File: src/rtl/logu_pkg.sv
// Shared types and defaults for the bit-serial logic unit: opcodes, FSM states
// and the legal-opcode helper used by the issue logic.
package logu_pkg;

   localparam int unsigned LOGU_WIDTH_DEF = 8;

   typedef enum logic [2:0] {
      OP_AND = 3'b000,
      OP_OR  = 3'b001,
      OP_XOR = 3'b010,
      OP_NOT = 3'b011,
      OP_SHL = 3'b100
   } logu_op_e;

   typedef enum logic [1:0] {
      ST_IDLE = 2'b00,
      ST_RUN  = 2'b01,
      ST_DONE = 2'b10
   } logu_state_e;

   // Codes 101..111 are reserved; they still run the full bit loop but yield zero.
   function automatic logic op_is_legal(input logic [2:0] op);
      return (op <= 3'(OP_SHL));
   endfunction

endpackage

File: src/rtl/logu_bit_slice.sv
// One-bit logic slice shared by both requesters. The carry path only matters
// for SHL, where it forwards the previous operand bit into the current position.
module logu_bit_slice
   import logu_pkg::*;
(
   input  logic       a_i,
   input  logic       b_i,
   input  logic       cin_i,
   input  logic [2:0] op_i,
   output logic       out_o,
   output logic       cout_o
);

   // NOTE: every output of a combinational block gets a default first, so no path leaves it unassigned (no latch).
   always_comb begin
      out_o  = 1'b0;
      cout_o = 1'b0;
      case (op_i)
         OP_AND:  out_o = a_i & b_i;
         OP_OR:   out_o = a_i | b_i;
         OP_XOR:  out_o = a_i ^ b_i;
         OP_NOT:  out_o = ~a_i;
         OP_SHL: begin
            out_o  = cin_i;
            cout_o = a_i;
         end
         default: ;
      endcase
   end

endmodule

File: src/rtl/logu_seq.sv
// Two-requester bit-serial logic unit: round-robin issue, one result bit per
// cycle LSB first, result held until the consumer takes it.
module logu_seq
   import logu_pkg::*;
#(
   parameter int unsigned WIDTH = LOGU_WIDTH_DEF
) (
   input  logic             clk,
   input  logic             rst_n,
   input  logic             req0_valid,
   output logic             req0_ready,
   input  logic [WIDTH-1:0] req0_a,
   input  logic [WIDTH-1:0] req0_b,
   input  logic [2:0]       req0_op,
   input  logic             req1_valid,
   output logic             req1_ready,
   input  logic [WIDTH-1:0] req1_a,
   input  logic [WIDTH-1:0] req1_b,
   input  logic [2:0]       req1_op,
   output logic             rsp_valid,
   input  logic             rsp_ready,
   output logic [WIDTH-1:0] rsp_data,
   output logic             rsp_id,
   output logic             rsp_err
);

   localparam int unsigned      CNT_W    = (WIDTH > 1) ? $clog2(WIDTH) : 1;
   localparam logic [CNT_W-1:0] CNT_LAST = CNT_W'(WIDTH - 1);

   logu_state_e      state_q, state_d;
   logic [CNT_W-1:0] cnt_q, cnt_d;
   logic             carry_q, carry_d;
   logic             last_q, last_d;
   logic [WIDTH-1:0] a_q, a_d;
   logic [WIDTH-1:0] b_q, b_d;
   logic [2:0]       op_q, op_d;
   logic             id_q, id_d;
   logic             err_q, err_d;
   logic [WIDTH-1:0] result_q, result_d;

   logic             grant_id;
   logic             accept;
   logic [2:0]       op_sel;
   logic             slice_out;
   logic             slice_cout;

   // On contention the requester not served last wins; a lone requester always wins.
   assign grant_id   = (req0_valid && req1_valid) ? ~last_q : req1_valid;
   assign accept     = rst_n && (state_q == ST_IDLE) && (req0_valid || req1_valid);
   assign req0_ready = accept && !grant_id;
   assign req1_ready = accept && grant_id;
   assign op_sel     = grant_id ? req1_op : req0_op;

   logu_bit_slice u_slice (
      .a_i    (a_q[0]),
      .b_i    (b_q[0]),
      .cin_i  (carry_q),
      .op_i   (op_q),
      .out_o  (slice_out),
      .cout_o (slice_cout)
   );

   // NOTE: state registers use non-blocking assignments so every flop samples pre-edge values.
   always_ff @(posedge clk or negedge rst_n) begin
      if (!rst_n) begin
         state_q  <= ST_IDLE;
         cnt_q    <= '0;
         carry_q  <= 1'b0;
         last_q   <= 1'b1;
         a_q      <= '0;
         b_q      <= '0;
         op_q     <= '0;
         id_q     <= 1'b0;
         err_q    <= 1'b0;
         result_q <= '0;
      end else begin
         state_q  <= state_d;
         cnt_q    <= cnt_d;
         carry_q  <= carry_d;
         last_q   <= last_d;
         a_q      <= a_d;
         b_q      <= b_d;
         op_q     <= op_d;
         id_q     <= id_d;
         err_q    <= err_d;
         result_q <= result_d;
      end
   end

   always_comb begin
      state_d  = state_q;
      cnt_d    = cnt_q;
      carry_d  = carry_q;
      last_d   = last_q;
      a_d      = a_q;
      b_d      = b_q;
      op_d     = op_q;
      id_d     = id_q;
      err_d    = err_q;
      result_d = result_q;
      case (state_q)
         ST_IDLE: begin
            if (accept) begin
               state_d = ST_RUN;
               cnt_d   = '0;
               carry_d = 1'b0;
               last_d  = grant_id;
               id_d    = grant_id;
               a_d     = grant_id ? req1_a : req0_a;
               b_d     = grant_id ? req1_b : req0_b;
               op_d    = op_sel;
               err_d   = !op_is_legal(op_sel);
            end
         end
         ST_RUN: begin
            // Operands shift right so the slice always sees the current bit at position 0.
            result_d = {slice_out, result_q[WIDTH-1:1]};
            a_d      = a_q >> 1;
            b_d      = b_q >> 1;
            carry_d  = slice_cout;
            if (cnt_q == CNT_LAST) begin
               cnt_d   = '0;
               state_d = ST_DONE;
            end else begin
               cnt_d = cnt_q + CNT_W'(1);
            end
         end
         ST_DONE: begin
            if (rsp_ready) begin
               state_d = ST_IDLE;
            end
         end
         default: state_d = ST_IDLE;
      endcase
   end

   assign rsp_valid = (state_q == ST_DONE);
   assign rsp_data  = result_q;
   assign rsp_id    = id_q;
   assign rsp_err   = err_q;

endmodule

File: config.mk
export PLATFORM = sky130hd
export DESIGN_NAME = logu_seq
export DESIGN_NICKNAME = d
export VERILOG_FILES = /design/src/rtl/logu_pkg.sv /design/src/rtl/logu_bit_slice.sv /design/src/rtl/logu_seq.sv
export SDC_FILE = /design/constraint.sdc
export NUM_CORES = 1
export LEC_CHECK = 0
export ABC_AREA = 1
export BUFFER_PORTS_ARGS = -buffer_cell sky130_fd_sc_hd__buf_2
export CAP_MARGIN = 20
export CORE_ASPECT_RATIO = 1.75
export CORE_UTILIZATION = 55
export CTS_CLUSTER_SIZE = 40
export DETAILED_ROUTE_END_ITERATION = 7
export PLACE_DENSITY = 0.89
export SYNTH_ARGS = -nofsm -noshare
export SYNTH_HDL_FRONTEND = slang
export SYNTH_HIERARCHICAL = 1
export SYNTH_SLANG_ARGS = --single-unit
File: constraint.sdc
create_clock -name clk -period 1.95 [get_ports clk]
set_input_delay 0.0975 -clock clk [delete_from_list [all_inputs] [get_ports clk]]
set_output_delay 0.0975 -clock clk [all_outputs]
set_load 0.01 [all_outputs]
# Word level (Yosys, flattened, before mapping)
# Index checks and enable logic that the tools add are counted.
[word_totals]
register_bits = 36
in_bits = 43
output_inout_bits = 13
[classes]
n_addsub = 1
order_cmp = 1
eq_ne = 10
n_mux = 19
n_bitwise = 5
reduce_logical = 14
[ops]
columns = ["cell", "count"]
rows = [
  ["$mux W8", 4],
  ["$pmux W8 S2", 2],
  ["$mux W3", 3],
  ["$eq A3 B2 Y1 const B", 2],
  ["$eq A3 B3 Y1 const B", 2],
  ["$mux W2", 3],
  ["$pmux W2 S3", 1],
  ["$pmux W3 S2", 1],
  ["$logic_and A1 B1 Y1", 5],
  ["$pmux W1 S5", 1],
  ["$ne A2 B2 Y1 const B", 2],
  ["$reduce_and A2 Y1", 2],
  ["$add A3 B1 Y3 const B", 1],
  ["$eq A3 B1 Y1 const B", 1],
  ["$le A3 B3 Y1 const B", 1],
  ["$logic_not A3 Y1", 1],
  ["$mux W1", 3],
  ["$reduce_and A3 Y1", 1],
  ["$eq A2 B1 Y1 const B", 1],
  ["$eq A2 B2 Y1 const B", 1],
  ["$logic_not A1 Y1", 2],
  ["$logic_not A2 Y1", 1],
  ["$ne A2 B1 Y1 const B", 1],
  ["$not A1 Y1", 2],
  ["6 further kinds", 6],
]

# Depth between registers and ports, before layout
# Gate-level depths: netlist (run 1).
[logic_depth]
depth_word = 5
mapped_depth = 9

# By module
# The synthesis (run 1) kept the hierarchy.
[by_module_without_submodules]
columns = ["mod", "n_inst", "cells_each", "area_per_inst_um2", "seq_area_each_um2"]
rows = [
  ["logu_seq", 1, 239, 1786.7, 902.1],
  ["logu_bit_slice", 1, 18, 93.8, 0.0],
]

# Worst setup path after synthesis (run 1)
# OpenSTA, ideal clock, no wires.
[synth_timing]
path_kind = "reg-to-reg"
startpoint = "register last_q"
endpoint = "register a_q[0]"
arrival_time_ps = 1124
required_time_ps = 1826
slack_ps = 702
path_stages_with_launch = 9
n_path_buf = 1
cell_sequence = "dfstp_2 > nand2_1 > nand2_1 > inv_2 > buf_4 > nand2_1 > nand2_1 > nand2_1 > nand3_1"
[synth_via]
elab_chain_cells = 5
[synth_rtl]
columns = ["element", "line_no", "rtl"]
rows = [
  ["start, declared", "logu_seq.sv:33", "logic last_q, last_d;"],
  ["start signal, assigned", "logu_seq.sv:80", "last_q <= last_d;"],
  ["$not A1 Y1", "logu_seq.sv:48", "assign grant_id = (req0_valid && req1_valid) ? ~last_q : req1_valid;"],
  ["$mux W1", "logu_seq.sv:48", ""],
  ["$mux W8", "logu_seq.sv:109", "a_d = grant_id ? req1_a : req0_a;"],
  ["$mux W8", "logu_seq.sv:103", "if (accept) begin"],
  ["$pmux W8 S2", "logu_seq.sv:101", "case (state_q)"],
  ["end signal, assigned", "logu_seq.sv:70", "a_q <= '0;"],
  ["end signal, assigned", "logu_seq.sv:81", "a_q <= a_d;"],
  ["end, declared", "logu_seq.sv:34", "logic [WIDTH-1:0] a_q, a_d;"],
]
# No other way between the ends. The select of a mux whose other input is x is not followed.
# A chain may end at the register's enable or synchronous reset.

# Final worst setup path (run 1)
[layout_timing]
startpoint = "register last_q"
endpoint = "output req0_ready"
[layout_via]
elab_chain_cells = 4
[layout_rtl]
columns = ["element", "line_no", "rtl"]
rows = [
  ["$not A1 Y1", "logu_seq.sv:48", ""],
  ["$mux W1", "logu_seq.sv:48", ""],
  ["$logic_not A1 Y1", "logu_seq.sv:50", "assign req0_ready = accept && !grant_id;"],
  ["$logic_and A1 B1 Y1", "logu_seq.sv:50", ""],
  ["end, declared", "logu_seq.sv:11", "output logic req0_ready,"],
]
# No other way between the ends.

==> flow_summary.html, run 1 <==
<table>
<tr><th>Metric</th><th>Value</th></tr>
<tr><th colspan="2">Run status</th></tr>
<tr><td>Run status</td><td>finished clean</td></tr>
<tr><th colspan="2">Floorplanning</th></tr>
<tr><td>Die Footprint</td><td>3670 µm²</td></tr>
<tr><td>Placeable core region</td><td>about 3200 µm²</td></tr>
<tr><td>Placement row count</td><td>27</td></tr>
<tr><td>Initial core utilization</td><td>between 50% and 60%</td></tr>
<tr><td>Die width</td><td>46.2 µm</td></tr>
<tr><td>Number of ports placed on the die boundary</td><td>56</td></tr>
<tr><td>Die boundary height</td><td>a little under 80 µm</td></tr>
<tr><th colspan="2">Detailed routing</th></tr>
<tr><td>Post-detailed-route wirelength per cell</td><td>~12 µm</td></tr>
<tr><td>Number of violations reported at the end of detailed-routing iteration 0</td><td>46</td></tr>
<tr><td>First-pass iteration count of the detailed router</td><td>4</td></tr>
<tr><td>Vias per cell</td><td>around 5.1</td></tr>
<tr><td>Routed wire length</td><td>about 4.3 mm</td></tr>
<tr><td>Total via count after detailed routing</td><td>about 1,800</td></tr>
<tr><td>Number of design rule violations left after detail routing</td><td>0</td></tr>
<tr><td>Routed Antenna Nets</td><td>0</td></tr>
<tr><th colspan="2">Clocking</th></tr>
<tr><td>TritonCTS Buffers</td><td>5</td></tr>
<tr><td>Clock tree buffer depth</td><td>2</td></tr>
<tr><td>H-Tree Depth</td><td>2</td></tr>
<tr><td>Clock-pin slew reported for the worst setup and hold paths after clock tree synthesis</td><td>approximately 0.070 ns</td></tr>
<tr><td>Post-CTS setup-driven buffer insertion count</td><td>0</td></tr>
<tr><td>Clock Tree Root</td><td>clkbuf_8</td></tr>
<tr><td>CTS tree</td><td>built</td></tr>
<tr><td>Clk sinks</td><td>36</td></tr>
<tr><td>Insertion delay of the later-clocked pin in the worst-skew pair</td><td>0.29 ns</td></tr>
<tr><th colspan="2">Place</th></tr>
<tr><td>Number of input and output port buffers inserted</td><td>between 50 and 60</td></tr>
<tr><td>DP Wirelength</td><td>~3 mm</td></tr>
<tr><td>Placer's final routability congestion estimate</td><td>roughly 0.82</td></tr>
<tr><td>Pre-CTS setup slack</td><td>between 0.5 and 0.6 ns</td></tr>
<tr><th colspan="2">Critical path</th></tr>
<tr><td>Arrival time worst endpoint</td><td>1.57 ns</td></tr>
<tr><td>Launching element of the worst setup path</td><td>last_q</td></tr>
<tr><td>Path type of the worst setup path</td><td>flip-flop to output port</td></tr>
<tr><td>CP Max Fanout</td><td>17</td></tr>
<tr><td>FF-to-FF Start</td><td>last_q</td></tr>
<tr><td>Startpoint class of the critical path</td><td>flip-flop</td></tr>
<tr><td>Capturing element type of the critical path</td><td>output port</td></tr>
<tr><td>Required time reported for the critical path endpoint</td><td>roughly 1.9 ns</td></tr>
<tr><th colspan="2">Pwr</th></tr>
<tr><td>Standby leakage power</td><td>approximately 0.0013 µW</td></tr>
<tr><td>PwrDens</td><td>1350 nW/µm²</td></tr>
<tr><td>Worst-case vdd ir drop</td><td>approximately 1.0 mV</td></tr>
<tr><th colspan="2">Global routing</th></tr>
<tr><td>Antenna violations before repair</td><td>0</td></tr>
<tr><td>Global-route wire length before repair</td><td>7.11 mm</td></tr>
<tr><td>Maximum number of pins on one net before global-route repair</td><td>37</td></tr>
<tr><td>Grt total ovfl</td><td>0</td></tr>
<tr><td>GRT Overall Usage</td><td>~27%</td></tr>
<tr><td>Via count of the first global-routing pass</td><td>1,765</td></tr>
<tr><th colspan="2">Logic synthesis</th></tr>
<tr><td>Multiplexer area fraction after synthesis</td><td>0%</td></tr>
<tr><td>#FFs+latches synth</td><td>36</td></tr>
<tr><td>Basic-gate share of the synthesized area counting and, or, nand and nor cells</td><td>37.8%</td></tr>
<tr><td>Synth Warn #</td><td>6</td></tr>
<tr><td>Area fraction of the dominant cell type after synthesis</td><td>a little under half</td></tr>
<tr><td>Synthesized-area fraction occupied by xor and xnor cells</td><td>0%</td></tr>
<tr><td>Count of mapped cells out of synthesis</td><td>257</td></tr>
<tr><td>Leading area contributor after synthesis</td><td>dfrtp_1</td></tr>
<tr><td>Number of synthesized flops with an enable pin</td><td>0</td></tr>
<tr><td>Number of distinct standard cells referenced by the synthesized netlist</td><td>19</td></tr>
<tr><td>Most used flip-flop cell after synthesis</td><td>dfrtp_1</td></tr>
<tr><td>Top cells by count, synth</td><td>nand2_1, nand3_1, dfrtp_1</td></tr>
<tr><td>Compound-cell area share of the yosys netlist</td><td>around 3.6%</td></tr>
<tr><td>Mean cell area of the mapped netlist</td><td>7.32 µm²</td></tr>
<tr><td>Main combinational cell family by area after synthesis</td><td>simple AND/OR/NAND/NOR gates</td></tr>
<tr><td>Cells taking the most area after synthesis</td><td>dfrtp_1, nand2_1, nand3_1</td></tr>
<tr><td>Synthesized area</td><td>1880 µm²</td></tr>
<tr><td>Post-synthesis async set-or-reset flop share</td><td>100%</td></tr>
<tr><td>Synthesized net count</td><td>between 300 and 400</td></tr>
<tr><td>Part of the Yosys area used for sequential elements</td><td>a little under half</td></tr>
<tr><td>Post-Synth Adder-Cell Area</td><td>between 2 and 3%</td></tr>
<tr><td>Count leader, synth</td><td>nand2_1</td></tr>
<tr><th colspan="2">Finish</th></tr>
<tr><td>Final cell utilization of the core</td><td>between 70% and 80%</td></tr>
<tr><td>Antenna fix cells</td><td>0</td></tr>
<tr><td>Layout Nets</td><td>362</td></tr>
<tr><td>Layout cells sized above 1</td><td>22.8%</td></tr>
<tr><td>Total of fill cells in the finished design</td><td>approximately 270</td></tr>
<tr><td>Layout Area Growth over Synthesis</td><td>21.4%</td></tr>
<tr><th colspan="2">STA</th></tr>
<tr><td>Maximum clock frequency</td><td>about 600 MHz</td></tr>
<tr><td>Slew at the pin closest to its max-slew limit</td><td>approximately 0.46 ns</td></tr>
<tr><td>TNS Setup</td><td>0 ns</td></tr>
<tr><td>Final critical-path setup slack</td><td>about 0.29 ns</td></tr>
<tr><td>Share of the cycle needed by the critical path after routing</td><td>85.3%</td></tr>
<tr><td>Clock period minus worst slack</td><td>1.66 ns</td></tr>
<tr><td>Worst slew margin</td><td>a little over two thirds</td></tr>
<tr><td>Maximum clock skew at final layout</td><td>0.00597 ns</td></tr>
<tr><td>Setup violations, final</td><td>0</td></tr>
<tr><td>Slew Viols, Final</td><td>0</td></tr>
<tr><td>Number of hold-slack violations in the final timing report</td><td>0</td></tr>
<tr><td>Hold slack final</td><td>a little under 0.1 ns</td></tr>
<tr><td>RSZ-0062 raised after global routing</td><td>no</td></tr>
<tr><th colspan="2">Worst hold path</th></tr>
<tr><td>Min-delay src</td><td>req1_b[3]</td></tr>
<tr><td>Class of the most critical hold timing path</td><td>input port to flip-flop</td></tr>
<tr><th colspan="2">Job</th></tr>
<tr><td>Number of maximum-capacitance constraint violations</td><td>0</td></tr>
</table>
-- registers in the layout, summed over array words and instances, names as in the netlist --
signal / count
b_q: 8
op_q: 3
rsp_id: 1
a_q: 8
carry_q: 1
rsp_data: 8
last_q: 1
cnt_q: 3
state_q: 2
rsp_err: 1
-- worst max-delay path: stages (launching register included) --
cell and delay (ns):
dfstp_2 0.53, nand2_1 0.10, nand2_1 0.19, inv_2 0.18, nor2_1 0.14, buf_2 0.14
-- what timing repair did --
| action | 4_1_cts | 5_1_grt |
|---|---|---|
| hold buffers | 2 | 0 |
| endpoints found under the hold margin | 36 | 0 |
| gates resized for setup | 0 | 0 |
-- kinds of logic (layout without fill, tap and decap cells) --
kind of cell | after synthesis | after routing
buf+inv | 33 | 92
simple gates | 171 | 171
flops | 36 | 36
fa+ha+maj | 4 | 4
compound gates | 13 | 13
-- final timing paths --
kind                       depth (start not counted)  slack [ns]         end
setup / recovery                                   5        0.29  req0_ready
hold / removal                                     5         0.1      b_q[3]
setup reg to reg                                   7        0.53      a_q[7]
hold reg to reg                                    2        0.48      rsp_id
max in group asynchronous                          3        1.20      last_q
min in group asynchronous                          3        0.41    cnt_q[0]
-- final cells by class --
class | count | area, µm² | share of cell area (%)
sequential | 36 | 902 | 39.5
multi-input combinational | 188 | 828 | 36.3
timing repair buffer | 63 | 340 | 14.9
clock buffer | 8 | 80.1 | 3.51
inverter | 21 | 78.8 | 3.45
tap | 43 | 53.8 | 2.36
-- layer usage --
metal	track usage, %	up-vias	share of wire, %
met5	0	-	0
met3	5.23	11	4.5
met4	13.5	0	2.5
met1	29.4	847	40
li1	-	921	-
met2	46.8	54	53
-- cell usage in the layout (no fill, tap or decap) --
master         netlist  final
clkbuf_8             0      5
nand3_2              1      1
dlygate4sd3_1        0      2
clkbuf_1             0      3
dfrtp_1             35     35
a21oi_1              1      1
nor4_1               1      1
nand2_1            121    121
nand3_1             40     40
nor2_1               5      5
inv_2                4      4
nand4_1              1      1
buf_4                2      6
o21ai_0              9      9
ha_1                 4      4
buf_2                9     55
o31ai_1              1      1
nand3b_1             2      2
o21ai_1              2      2
inv_1               17     17
dfstp_2              1      1
-- power breakdown --
group,switching (µW),internal [µW],leakage [µW],total (µW)
Sequential,207,1080,0.000458,1290
Clock,251,254,0.0000395,504
Combinational,802,486,0.000816,1290
-- through the flow --
step | total power, µW | area (µm²) | std cells
floorplan | 2190 | 1880 | 257
global placement | 2510 | 2180 | 349
detailed placement | 2580 | 2180 | 349
CTS | 3100 | 2280 | 359
global route | 3350 | 2280 | 359
finish | 3080 | 2280 | 359
(Power assumes the default switching activity.)
==> run 2: changes to the inputs <==
--- a/config.mk
+++ b/config.mk
@@ -9,10 +9,11 @@
 export BUFFER_PORTS_ARGS = -buffer_cell sky130_fd_sc_hd__buf_2
 export CAP_MARGIN = 20
 export CORE_ASPECT_RATIO = 1.75
-export CORE_UTILIZATION = 55
+export CORE_UTILIZATION = 51
 export CTS_CLUSTER_SIZE = 40
 export DETAILED_ROUTE_END_ITERATION = 7
-export PLACE_DENSITY = 0.89
+export PLACE_DENSITY = 0.84
+export SLEW_MARGIN = 20
 export SYNTH_ARGS = -nofsm -noshare
 export SYNTH_HDL_FRONTEND = slang
 export SYNTH_HIERARCHICAL = 1
==> constraint.sdc (replaced) <==
create_clock -name clk -period 1.7 [get_ports clk]
set_input_delay 0.085 -clock clk [delete_from_list [all_inputs] [get_ports clk]]
set_output_delay 0.085 -clock clk [all_outputs]
set_load 0.005 [all_outputs]
==> flow_summary.html, run 2 (synthesis gave the netlist of run 1 again) <==
<table>
<tr><th>Metric</th><th>Value</th></tr>
<tr><th colspan="2">Run status</th></tr>
<tr><td>Run status</td><td>finished clean (unchanged)</td></tr>
<tr><th colspan="2">Clocking</th></tr>
<tr><td>Clock Tree Root</td><td>clkbuf_8 (unchanged)</td></tr>
<tr><td>Clock-pin slew reported for the worst setup and hold paths after clock tree synthesis</td><td>0.07 ns (about the same)</td></tr>
<tr><td>Clk sinks</td><td>36 (unchanged)</td></tr>
<tr><td>CTS tree</td><td>built (unchanged)</td></tr>
<tr><td>TritonCTS Buffers</td><td>5 (unchanged)</td></tr>
<tr><td>Post-CTS setup-driven buffer insertion count</td><td>0 (unchanged)</td></tr>
<tr><td>Clock tree buffer depth</td><td>2 (unchanged)</td></tr>
<tr><td>Insertion delay of the later-clocked pin in the worst-skew pair</td><td>0.29 ns (about the same)</td></tr>
<tr><td>H-Tree Depth</td><td>2 (unchanged)</td></tr>
<tr><th colspan="2">Finish</th></tr>
<tr><td>Commonest non-fill, non-tap cell in the layout</td><td>nand2_1 (unchanged)</td></tr>
<tr><td>Final cell utilization of the core</td><td>67.5% (was 71.2%)</td></tr>
<tr><td>Antenna fix cells</td><td>0 (unchanged)</td></tr>
<tr><td>Layout cells sized above 1</td><td>23.7% (was 22.8%)</td></tr>
<tr><td>Leading cell types in the layout, fill and taps excluded</td><td>nand2_1, buf_2, nand3_1, dfrtp_1, inv_1 (unchanged)</td></tr>
<tr><td>Layout Area Growth over Synthesis</td><td>23.2% (was 21.4%)</td></tr>
<tr><td>Total of fill cells in the finished design</td><td>325 (was 273)</td></tr>
<tr><td>Layout Nets</td><td>362 (unchanged)</td></tr>
<tr><th colspan="2">Critical path</th></tr>
<tr><td>End of the worst register-to-register path</td><td>b_q[6] (was a_q[7])</td></tr>
<tr><td>CP Max Fanout</td><td>17 (unchanged)</td></tr>
<tr><td>FF-to-FF Start</td><td>last_q (unchanged)</td></tr>
<tr><td>Minimum setup slack among reg-to-reg paths</td><td>0.33 ns (was 0.53 ns)</td></tr>
<tr><td>Capturing element type of the critical path</td><td>output port (unchanged)</td></tr>
<tr><td>Worst Reg-to-Reg Cells</td><td>7 (unchanged)</td></tr>
<tr><td>Path type of the worst setup path</td><td>flip-flop to output port (unchanged)</td></tr>
<tr><td>Startpoint class of the critical path</td><td>flip-flop (unchanged)</td></tr>
<tr><td>Required time reported for the critical path endpoint</td><td>1.62 ns (was 1.85 ns)</td></tr>
<tr><td>Arrival time worst endpoint</td><td>1.49 ns (was 1.57 ns)</td></tr>
<tr><td>Launching element of the worst setup path</td><td>last_q (unchanged)</td></tr>
<tr><th colspan="2">STA</th></tr>
<tr><td>Hold slack final</td><td>0.0849 ns (was 0.0983 ns)</td></tr>
<tr><td>Slew at the pin closest to its max-slew limit</td><td>0.446 ns (was 0.456 ns)</td></tr>
<tr><td>Number of hold-slack violations in the final timing report</td><td>0 (unchanged)</td></tr>
<tr><td>Slew Viols, Final</td><td>0 (unchanged)</td></tr>
<tr><td>TNS Setup</td><td>0 ns (unchanged)</td></tr>
<tr><td>Worst slew margin</td><td>70.3% (was 69.6%)</td></tr>
<tr><td>Maximum clock frequency</td><td>between 600 and 700 MHz</td></tr>
<tr><td>Setup violations, final</td><td>0 (unchanged)</td></tr>
<tr><td>Maximum clock skew at final layout</td><td>0.00478 ns (was 0.00597 ns)</td></tr>
<tr><td>Clock period minus worst slack</td><td>roughly 1.6 ns</td></tr>
<tr><td>RSZ-0062 raised after global routing</td><td>no (unchanged)</td></tr>
<tr><td>Share of the cycle needed by the critical path after routing</td><td>92.5%</td></tr>
<tr><th colspan="2">Pwr</th></tr>
<tr><td>Cell internal pwr</td><td>2230 µW (was 1820 µW)</td></tr>
<tr><td>Reported net switching power</td><td>1410 µW (was 1260 µW)</td></tr>
<tr><td>Clock network fraction of total power</td><td>20.3% (was 16.4%)</td></tr>
<tr><td>Switching power as a share of total power</td><td>38.7% (was 40.9%)</td></tr>
<tr><td>Share of total power in sequential cells</td><td>40.5% (was 41.8%)</td></tr>
<tr><td>Comb pwr share</td><td>39.2% (was 41.8%)</td></tr>
<tr><td>PwrDens</td><td>1570 nW/µm² (was 1350 nW/µm²)</td></tr>
<tr><td>Standby leakage power</td><td>0.00133 µW (was 0.00131 µW)</td></tr>
<tr><td>Worst-case vdd ir drop</td><td>1.13 mV (was 1.04 mV)</td></tr>
<tr><th colspan="2">Detailed routing</th></tr>
<tr><td>Vias per cell</td><td>5.01 (was 5.11)</td></tr>
<tr><td>Total via count after detailed routing</td><td>1,810 (was 1,833)</td></tr>
<tr><td>Routed wire length</td><td>4.27 mm (was 4.28 mm)</td></tr>
<tr><td>Number of design rule violations left after detail routing</td><td>0 (unchanged)</td></tr>
<tr><td>Routed Antenna Nets</td><td>0 (unchanged)</td></tr>
<tr><td>Number of violations reported at the end of detailed-routing iteration 0</td><td>36 (was 46)</td></tr>
<tr><td>Post-detailed-route wirelength per cell</td><td>11.8 µm (was 11.9 µm)</td></tr>
<tr><td>First-pass iteration count of the detailed router</td><td>4 (unchanged)</td></tr>
<tr><th colspan="2">Place</th></tr>
<tr><td>Number of input and output port buffers inserted</td><td>55 (unchanged)</td></tr>
<tr><td>DP Wirelength</td><td>3.04 mm (was 3.00 mm)</td></tr>
<tr><td>Placer's final routability congestion estimate</td><td>0.822 (was 0.820)</td></tr>
<tr><th colspan="2">Global routing</th></tr>
<tr><td>Antenna violations before repair</td><td>0 (unchanged)</td></tr>
<tr><td>Global-route wire length before repair</td><td>6.82 mm (was 7.11 mm)</td></tr>
<tr><td>GRT Overall Usage</td><td>24.5% (was 27.0%)</td></tr>
<tr><td>Via count of the first global-routing pass</td><td>1,594 (was 1,765)</td></tr>
<tr><td>Grt total ovfl</td><td>0 (unchanged)</td></tr>
<tr><td>Maximum number of pins on one net before global-route repair</td><td>37 (unchanged)</td></tr>
<tr><th colspan="2">Worst hold path</th></tr>
<tr><td>Number of stages on the worst hold path</td><td>5 (unchanged)</td></tr>
<tr><td>Min-delay src</td><td>req1_b[4] (was req1_b[3])</td></tr>
<tr><td>Hold EP</td><td>b_q[4] (was b_q[3])</td></tr>
<tr><td>Class of the most critical hold timing path</td><td>input port to flip-flop (unchanged)</td></tr>
<tr><th colspan="2">Floorplanning</th></tr>
<tr><td>Die boundary height</td><td>82.3 µm (was 79.4 µm)</td></tr>
<tr><td>Die width</td><td>47.9 µm (was 46.2 µm)</td></tr>
<tr><td>Placement row count</td><td>28 (was 27)</td></tr>
<tr><td>Initial core utilization</td><td>54.8% (was 58.6%)</td></tr>
<tr><td>Number of ports placed on the die boundary</td><td>56 (unchanged)</td></tr>
<tr><td>Placeable core region</td><td>3430 µm² (was 3210 µm²)</td></tr>
<tr><td>Die Footprint</td><td>3940 µm² (was 3670 µm²)</td></tr>
<tr><th colspan="2">Job</th></tr>
<tr><td>Number of maximum-capacitance constraint violations</td><td>0 (unchanged)</td></tr>
</table>
[run 2: cell count changes in the layout (fill, tap and decap cells not counted), sizes merged]
| cell | before | now |
|---|---|---|
| bufinv | 0 | 1 |
| clkinv | 0 | 1 |
| clkbuf | 8 | 6 |
[run 2: layer usage]
layer	part of all wire, %	vias to the layer above	GRT usage, %
met1	41	832	29.4
met5	0	-	0
li1	-	924	-
met3	3.9	6	5.87
met2	53	48	40.8
met4	1.5	0	9.17
[run 2: timing repair]
item | in CTS | in global routing
setup endpoints to repair | 0 | 1
resized for setup | 0 | 1
hold buffers | 2 | 0
hold endpoints to repair | 36 | 0
[run 2: cell type report]
type | count | area, µm² | share of cell area, %
Clock buffer | 6 | 72.6 | 3.13
Timing Repair Buffer | 63 | 340 | 14.7
Clock inverter | 2 | 35.0 | 1.51
Tap cell | 45 | 56.3 | 2.43
Multi-Input combinational cell | 188 | 831 | 35.9
Inverter | 21 | 78.8 | 3.40
Sequential cell | 36 | 902 | 39.0
[run 2: critical path, cell delays in order, from the launching register on]
cell and delay (ns):
dfstp_2 0.53, nand2_1 0.12, nand2_2 0.15, inv_2 0.15, nor2_1 0.13, buf_2 0.11
[run 2: worst max path at each step]
| stage | endpoint | slack (ns) |
|---|---|---|
| after floorplan | a_q[0] | 0.45 |
| after global placement | a_q[0] | 0.35 |
| after detailed placement | a_q[7] | 0.29 |
| after CTS | req0_ready | 0.06 |
| after global routing | req0_ready | 0.003 |
| final | req0_ready | 0.13 |
[run 2: power groups by stage]
stage / registers (µW) / clock network, µW / logic, µW
4_1_cts: 1470 / 757 / 1440
5_1_grt: 1510 / 789 / 1640
6_report: 1470 / 738 / 1420
3_5_place_dp: 1480 / 0 / 1430
3_3_place_gp: 1470 / 0 / 1370
2_1_floorplan: 1440 / 0 / 1030
[run 2: metrics by stage]
step                      setup slack (ns)  std cells  instance area (µm²)  total power (µW)
after floorplan                      0.452        257                 1880              2470
after global placement               0.352        351                 2190              2840
after detailed placement             0.293        351                 2190              2910
after CTS                           0.0602        361                 2310              3670
after global routing               0.00297        361                 2320              3940
final                                0.127        361                 2320              3640
